==> src/rtl/ram_port_arbiter.sv <==
// ram_port_arbiter: serializes fetch (read-only) and memory-stage (read/write)
// accesses onto one single-port RAM. Ties are broken round-robin, and reads
// wait a fixed READ_LAT cycles for RAM data.
//   clk, reset_n                     clock, async active-low reset
//   if_req/if_addr                   fetch request in
//   if_gnt/if_rvalid/if_rdata        fetch grant and read response out
//   mem_req/mem_we/mem_addr/mem_wdata memory-stage request in
//   mem_gnt/mem_rvalid/mem_rdata     memory-stage grant and read response out
//   ram_en/ram_we/ram_addr/ram_wdata RAM command out
//   ram_rdata                        RAM read data in
//   busy                             high while a transaction is outstanding
module ram_port_arbiter #(
   parameter int ADDR_W   = 16,
   parameter int DATA_W   = 32,
   parameter int READ_LAT = 2
) (
   input  logic              clk,
   input  logic              reset_n,
   input  logic              if_req,
   input  logic [ADDR_W-1:0] if_addr,
   output logic              if_gnt,
   output logic              if_rvalid,
   output logic [DATA_W-1:0] if_rdata,
   input  logic              mem_req,
   input  logic              mem_we,
   input  logic [ADDR_W-1:0] mem_addr,
   input  logic [DATA_W-1:0] mem_wdata,
   output logic              mem_gnt,
   output logic              mem_rvalid,
   output logic [DATA_W-1:0] mem_rdata,
   output logic              ram_en,
   output logic              ram_we,
   output logic [ADDR_W-1:0] ram_addr,
   output logic [DATA_W-1:0] ram_wdata,
   input  logic [DATA_W-1:0] ram_rdata,
   output logic              busy
);
   typedef enum logic [1:0] {IDLE, ISSUE, WAIT} state_t;
   state_t state, state_nx;
   logic       last;
   logic [3:0] cnt;
   logic       sel, pick_mem, done;
   // last doubles as the owner of the transaction in flight (1 = memory stage)
   always_comb begin
      sel      = (state == IDLE) && (if_req || mem_req);
      pick_mem = mem_req && (!if_req || !last);
      done     = (state == WAIT) && (cnt == 4'd0);
      // ram_we still holds the issued command while in ISSUE
      state_nx = sel ? ISSUE :
                 (state == ISSUE) ? (ram_we ? IDLE : WAIT) :
                 done ? IDLE : state;
   end
   always_ff @(posedge clk or negedge reset_n)
      if (!reset_n)
         state <= IDLE;
      else
         state <= state_nx;
   always_ff @(posedge clk or negedge reset_n) begin
      if (!reset_n) begin
         last       <= 1'b0;
         cnt        <= 4'd0;
         if_gnt     <= 1'b0;
         mem_gnt    <= 1'b0;
         if_rvalid  <= 1'b0;
         mem_rvalid <= 1'b0;
         if_rdata   <= '0;
         mem_rdata  <= '0;
         ram_en     <= 1'b0;
         ram_we     <= 1'b0;
         ram_addr   <= '0;
         ram_wdata  <= '0;
         busy       <= 1'b0;
      end else begin
         if_gnt     <= sel && !pick_mem;
         mem_gnt    <= sel && pick_mem;
         ram_en     <= sel;
         ram_we     <= sel && pick_mem && mem_we;
         if (sel) begin
            ram_addr  <= pick_mem ? mem_addr : if_addr;
            ram_wdata <= pick_mem ? mem_wdata : '0;
            last      <= pick_mem;
         end
         if (state == ISSUE)
            cnt <= 4'(READ_LAT - 1);
         else if (state == WAIT && cnt != 4'd0)
            cnt <= cnt - 4'd1;
         if_rvalid  <= done && !last;
         mem_rvalid <= done && last;
         if (done && !last)
            if_rdata <= ram_rdata;
         if (done && last)
            mem_rdata <= ram_rdata;
         busy <= state_nx != IDLE;
      end
   end
endmodule

==> config.mk <==
export PLATFORM = sky130hd
export DESIGN_NAME = ram_port_arbiter
export DESIGN_NICKNAME = d
export VERILOG_FILES = /design/src/rtl/ram_port_arbiter.sv
export SDC_FILE = /design/constraint.sdc
export NUM_CORES = 1
export LEC_CHECK = 0
export BUFFER_PORTS_ARGS = -buffer_cell sky130_fd_sc_hd__buf_2
export CORE_MARGIN = 5
export CORE_UTILIZATION = 42
export DETAILED_ROUTE_END_ITERATION = 8
export PLACE_DENSITY = 0.78
export RECOVER_POWER = 100
export SLEW_MARGIN = 25
export SYNTH_ARGS = -nofsm -noshare
export SYNTH_HDL_FRONTEND = slang
export SYNTH_SLANG_ARGS = --single-unit
==> constraint.sdc <==
create_clock -name clk -period 2 [get_ports clk]
set_input_delay 0.1 -clock clk [delete_from_list [all_inputs] [get_ports clk]]
set_output_delay 0.1 -clock clk [all_outputs]
set_load 0.02 [all_outputs]
After elaboration in Yosys (flattened, before gate mapping)
Index checks and enable logic that the tools add are counted.
Operators by class
  add/sub/neg operators: 1
  equal/unequal tests: 2
  reductions and logical operators: 19
  div/mod/pow operators: 0
  bitwise operators: 0
  shifts and indexed selects: 0
  magnitude comparators: 0
  multiplexer cells: 8
  multiply operators: 0
Operator list (count)
  2-to-1 mux 32 bit: 1
  2-to-1 mux 16 bit: 1
  logical AND 1 bit: 9
  2-to-1 mux 2 bit: 4
  2-to-1 mux 4 bit: 2
  logical NOT 4 bit: 1
  nonzero test 2 bit: 2
  nonzero test 4 bit: 1
  subtractor 4 x 1 -> 4 bit, second input constant: 1
  logical NOT 1 bit: 3
  == test 2 x 1 -> 1 bit, second input constant: 1
  == test 2 bit, second input constant: 1
  logical NOT 2 bit: 1
  logical OR 1 bit: 2
Storage, ports and cells
  output and inout bits: 119
  register bits: 126
  word-level logic and storage cells: 44
  memories kept: 0
  latch bits: 0
  RAM bits: 0
  input bits: 101
  bits in read-only memories: 0

Logic depth before layout (Yosys ltp)
  depth after elaboration: 6
  gate-level depth with buffers: 7
  mapped depth without buffers: 5

Least setup slack after synthesis
No wires, ideal clock.
  kind: register -> register
  from: register cnt[0]
  to: register if_rdata[10]
  slack: -142 ps
  library setup time: 125 ps
  stages on the path, launching flop included: 8
  data arrival time: 2017 ps
  clock period less this slack: 2142 ps
  cell sequence: dfrtp_1 > inv_1 > ha_1 > or4b_4 > or3_1 > buf_6 > buf_12 > mux2_4
On the way
  word-level cells in the longest chain between the ends: 3
RTL lines
  start, declared: RTL line 41  | logic [3:0] cnt;
  start signal, assigned: RTL line 84  | cnt <= 4'(READ_LAT - 1);
  start signal, assigned: RTL line 86  | cnt <= cnt - 4'd1;
  logical NOT 4 bit: RTL line 47  | done = (state == WAIT) && (cnt == 4'd0);
  logical AND 1 bit: RTL line 47
  logical AND 1 bit: RTL line 89  | if (done && !last)
  end signal, assigned: RTL line 90  | if_rdata <= ram_rdata;
  end, declared: RTL line 23  | output logic [DATA_W-1:0] if_rdata,
Every way passes these cells.
A chain may end at the register's enable or synchronous reset.

Worst setup path after layout
  from: register cnt[0]
  to: register if_rdata[14]
The elaborated chain is that of the path after synthesis.

==> results.md <==
* **power density relative to cell area** 1670 nW/um^2
* **max-cap viol count** 0
* **TritonCTS clock tree** done
* **layout cell share with drive strength beyond 1** 32.6%
* **die width** 119 um
* **clock root cell** sky130_fd_sc_hd__clkbuf_16
* **initial antenna violation count** 1
* **wire length of the first global-routing pass** 25,000 um
* **detailed router's first-iteration violation count** 273
* **count of pins over their slew limit** 0
* **number of nets in the layout** 759
* **Sw Ratio** 38.0%
* **mean cell area of the mapped netlist** 15.3 sq um
* **leakage dissipation** 3.67 nW
* **Hold Slack** 0.366 ns
* **total number of vias** 4,172
* **register area share after synthesis** 63.6%
* **Detailed Route WL** 15,200 um
* **netlist area before placement** 4950 sq um
* **clock buffer count from CTS** 17
* **class of the worst hold path** in2async
* **clock insertion delay at the later pin of the skew report** 0.40 ns
* **f_max** 0.480 GHz
* **number of warning messages in the yosys log** 0
* **synthesized instance count** 323
* **number of global-route vias before repair** 4,743
* **final critical path time including I/O delays and setup** 2.08 ns
* **1st-pass router iterations** 4
* **number of buffers between clock root and the deepest sink** 2
* **net count after synthesis** 425
* **Placed Area** 6300 sq um
* **violations in the final reports** setup timing
* **number of sinks driven by the clock tree** 126
* **FFs w/ async S/R, synth** 100%
* **result of the run** finished with violations
* **synth-to-layout area growth** 56.3%
* **number of H-tree levels** 4
* **crit path capture type** register
* **Peak VDD IR** 1170 uV
* **maximum fanout encountered on the critical timing path** 16
* **average wire length per cell after detail routing** 18.8 um
* **area of the placeable core** 11,500 sq um
* **share of total power in the clock network** 22.2%
* **sort of element at the start of the critical path** register
* **NetSw** 4.92 mW
* **drt drc** 0
* **Place WS** -0.176 ns
* **number of standard cells in the final layout excluding fillers** 811
* **final weighted congestion in routability-driven placement** 0.803
* **clock edge transition at the registers on the reported setup and hold paths** 0.05 ns
* **EDFF count, synth** 0
* **Filler cells** 820
* **Final Instance Area** 7740 sq um
* **required time at the worst-slack endpoint** 2.28 ns
* **total count of hold-check failures in the final report** 0
* **total power of the final layout** 12.9 mW
* **detailed placer's ending HPWL** 8880 um
* **largest net degree at the start of global routing** 52
* **Die H** 119 um
* **IO Count** 220
* **primary flip-flop cell chosen by synthesis mapping** sky130_fd_sc_hd__dfrtp_1
* **final setup violation count** 62
* **relative slew slack** 40.3%
* **Final ANT Viol Nets** 0
* **Tightest Pin Transition** 0.895 ns
* **Setup CP Type** reg2reg
* **Internal Power** 8.02 mW
* **synthesis-stage register bit count** 126
* **detailed-route vias per instance** 5.14
* **total routing resource utilization after global routing** 22.1%
* **final period utilization** 104%
* **# rows** 39
* **count of different cell masters after synthesis** 35
* **setup repair after global routing missed its margin** yes
* **smallest setup slack after layout** -0.0838 ns
* **starting utilization of the core area** 43.2%
* **arrival time worst endpoint** 2.37 ns
* **Congestion Overflow GR** 0
* **Die Outline Area** 14,100 sq um
* **number of input and output port buffers inserted** 219
* **share of total power in sequential cells** 34.9%
* **combinational group share of total power** 42.8%
* **Clock Skew** 0.00928 ns
* **number of placed cells counting well taps** 679
## kinds of logic (layout without fill, tap and decap cells)
group,count (synthesis),in the layout,share of synthesized area (%)
mux,64,64,16.7
compound gates,75,75,12.9
fa+ha+maj,1,1,0.252
simple gates,28,28,3.11
buf+inv,29,372,3.41
flops,126,126,63.6
other cells,0,2,0
## critical path, stage by stage (launching register included)
cell and delay [ns]:
sky130_fd_sc_hd__dfrtp_1 0.39, sky130_fd_sc_hd__inv_2 0.08, sky130_fd_sc_hd__ha_4 0.13, sky130_fd_sc_hd__or4b_4 0.45, sky130_fd_sc_hd__or3_4 0.41, sky130_fd_sc_hd__buf_16 0.19
sky130_fd_sc_hd__mux2_4 0.31
## sequential cells by signal (all words and copies together) (netlist names)
| register | flops |
|---|---|
| if_rdata | 32 |
| mem_rdata | 32 |
| ram_wdata | 32 |
| ram_addr | 16 |
| cnt | 4 |
| state | 2 |
| busy | 1 |
| if_gnt | 1 |
| if_rvalid | 1 |
| last | 1 |
| mem_gnt | 1 |
| mem_rvalid | 1 |
| ram_en | 1 |
| ram_we | 1 |
## cells in the final DEF (no fill, tap or decap), types with 3 or more instances in the layout
cell / count
sky130_fd_sc_hd__clkinv_2: 3
sky130_fd_sc_hd__and2_1: 3
sky130_fd_sc_hd__mux2_2: 28
sky130_fd_sc_hd__nand2_1: 8
sky130_fd_sc_hd__clkbuf_1: 122
sky130_fd_sc_hd__dlygate4sd3_1: 98
sky130_fd_sc_hd__buf_4: 12
sky130_fd_sc_hd__nor2_1: 3
sky130_fd_sc_hd__a22o_1: 33
sky130_fd_sc_hd__a221o_1: 16
sky130_fd_sc_hd__clkbuf_16: 18
sky130_fd_sc_hd__dfrtp_1: 126
sky130_fd_sc_hd__inv_1: 5
sky130_fd_sc_hd__buf_2: 99
sky130_fd_sc_hd__mux2_4: 36
sky130_fd_sc_hd__o21a_1: 16
## cell usage after synthesis, drive strengths merged (2+ instances only)
library cell  count  area (sq um)
a221o            16           160
a22o             33           289
and2              3          18.8
and3              2          12.5
buf               7          86.3
clkbuf           16          60.1
dfrtp           126          3150
inv               6          22.5
mux2             64           830
nand2             8          30.0
nand2b            2          12.5
nor2              5          21.3
o21a             16           120
o21ai             3          15.0
## power groups by stage
stage                     sequential (mW)  combinational (mW)  clock (mW)
after floorplan                      5.80                2.22           0
after detailed placement             4.43                5.55           0
after global routing                 4.65                5.94        3.07
final                                4.52                5.54        2.87
after CTS                            4.44                5.75        2.95
after global placement               4.42                5.36           0
## per-stage QoR
stage	util [%]	setup TNS, ns
after floorplan	-	-2.79
after global placement	54.9	-3.59
after detailed placement	54.9	-6.20
after CTS	68.6	-3.25
after global routing	67.5	-5.28
final	67.5	-2.96
## timing repair
| item | 4_1_cts | 5_1_grt |
|---|---|---|
| gates resized for setup | 3 | 6 |
| buffers inserted | 0 | 2 |
| setup endpoints to repair | 64 | 64 |
| hold endpoints to repair | 147 | 0 |
| gates cloned | 1 | 1 |
| hold buffers | 98 | 0 |
## cell type report
cell class                 count  area [sq um]  share of cell area, %
sequential                   126          3150                   40.7
inverter                       6          22.5                  0.291
tap                          143           179                   2.31
timing repair buffer         338          2150                   27.7
clock inverter                 7          91.3                   1.18
antenna                        2          5.00                 0.0646
clock buffer                  21           460                   5.95
multi-input combinational    168          1690                   21.8
## worst paths after layout
path / from / endpoint / slack [ns] / depth (start not counted)
max: cnt[0] / if_rdata[14] / -0.08 / 6
min: reset_n / if_rdata[18] / 0.37 / 2
max reg2reg: cnt[0] / if_rdata[14] / -0.08 / 6
min reg2reg: mem_rdata[4] / mem_rdata[4] / 0.50 / 1
max in group asynchronous: reset_n / mem_rdata[30] / 0.36 / 3
min in group clk: mem_wdata[29] / ram_wdata[29] / 0.45 / 3
## layer usage
metal	GRT usage (%)	vias up	part of all wire, %
li1	-	1859	-
met1	26.3	2042	39
met2	35.9	228	49
met3	9.12	43	8.8
met4	8.72	0	2.8
met5	0	-	0
Note: power is estimated with default switching activity, not from simulation.
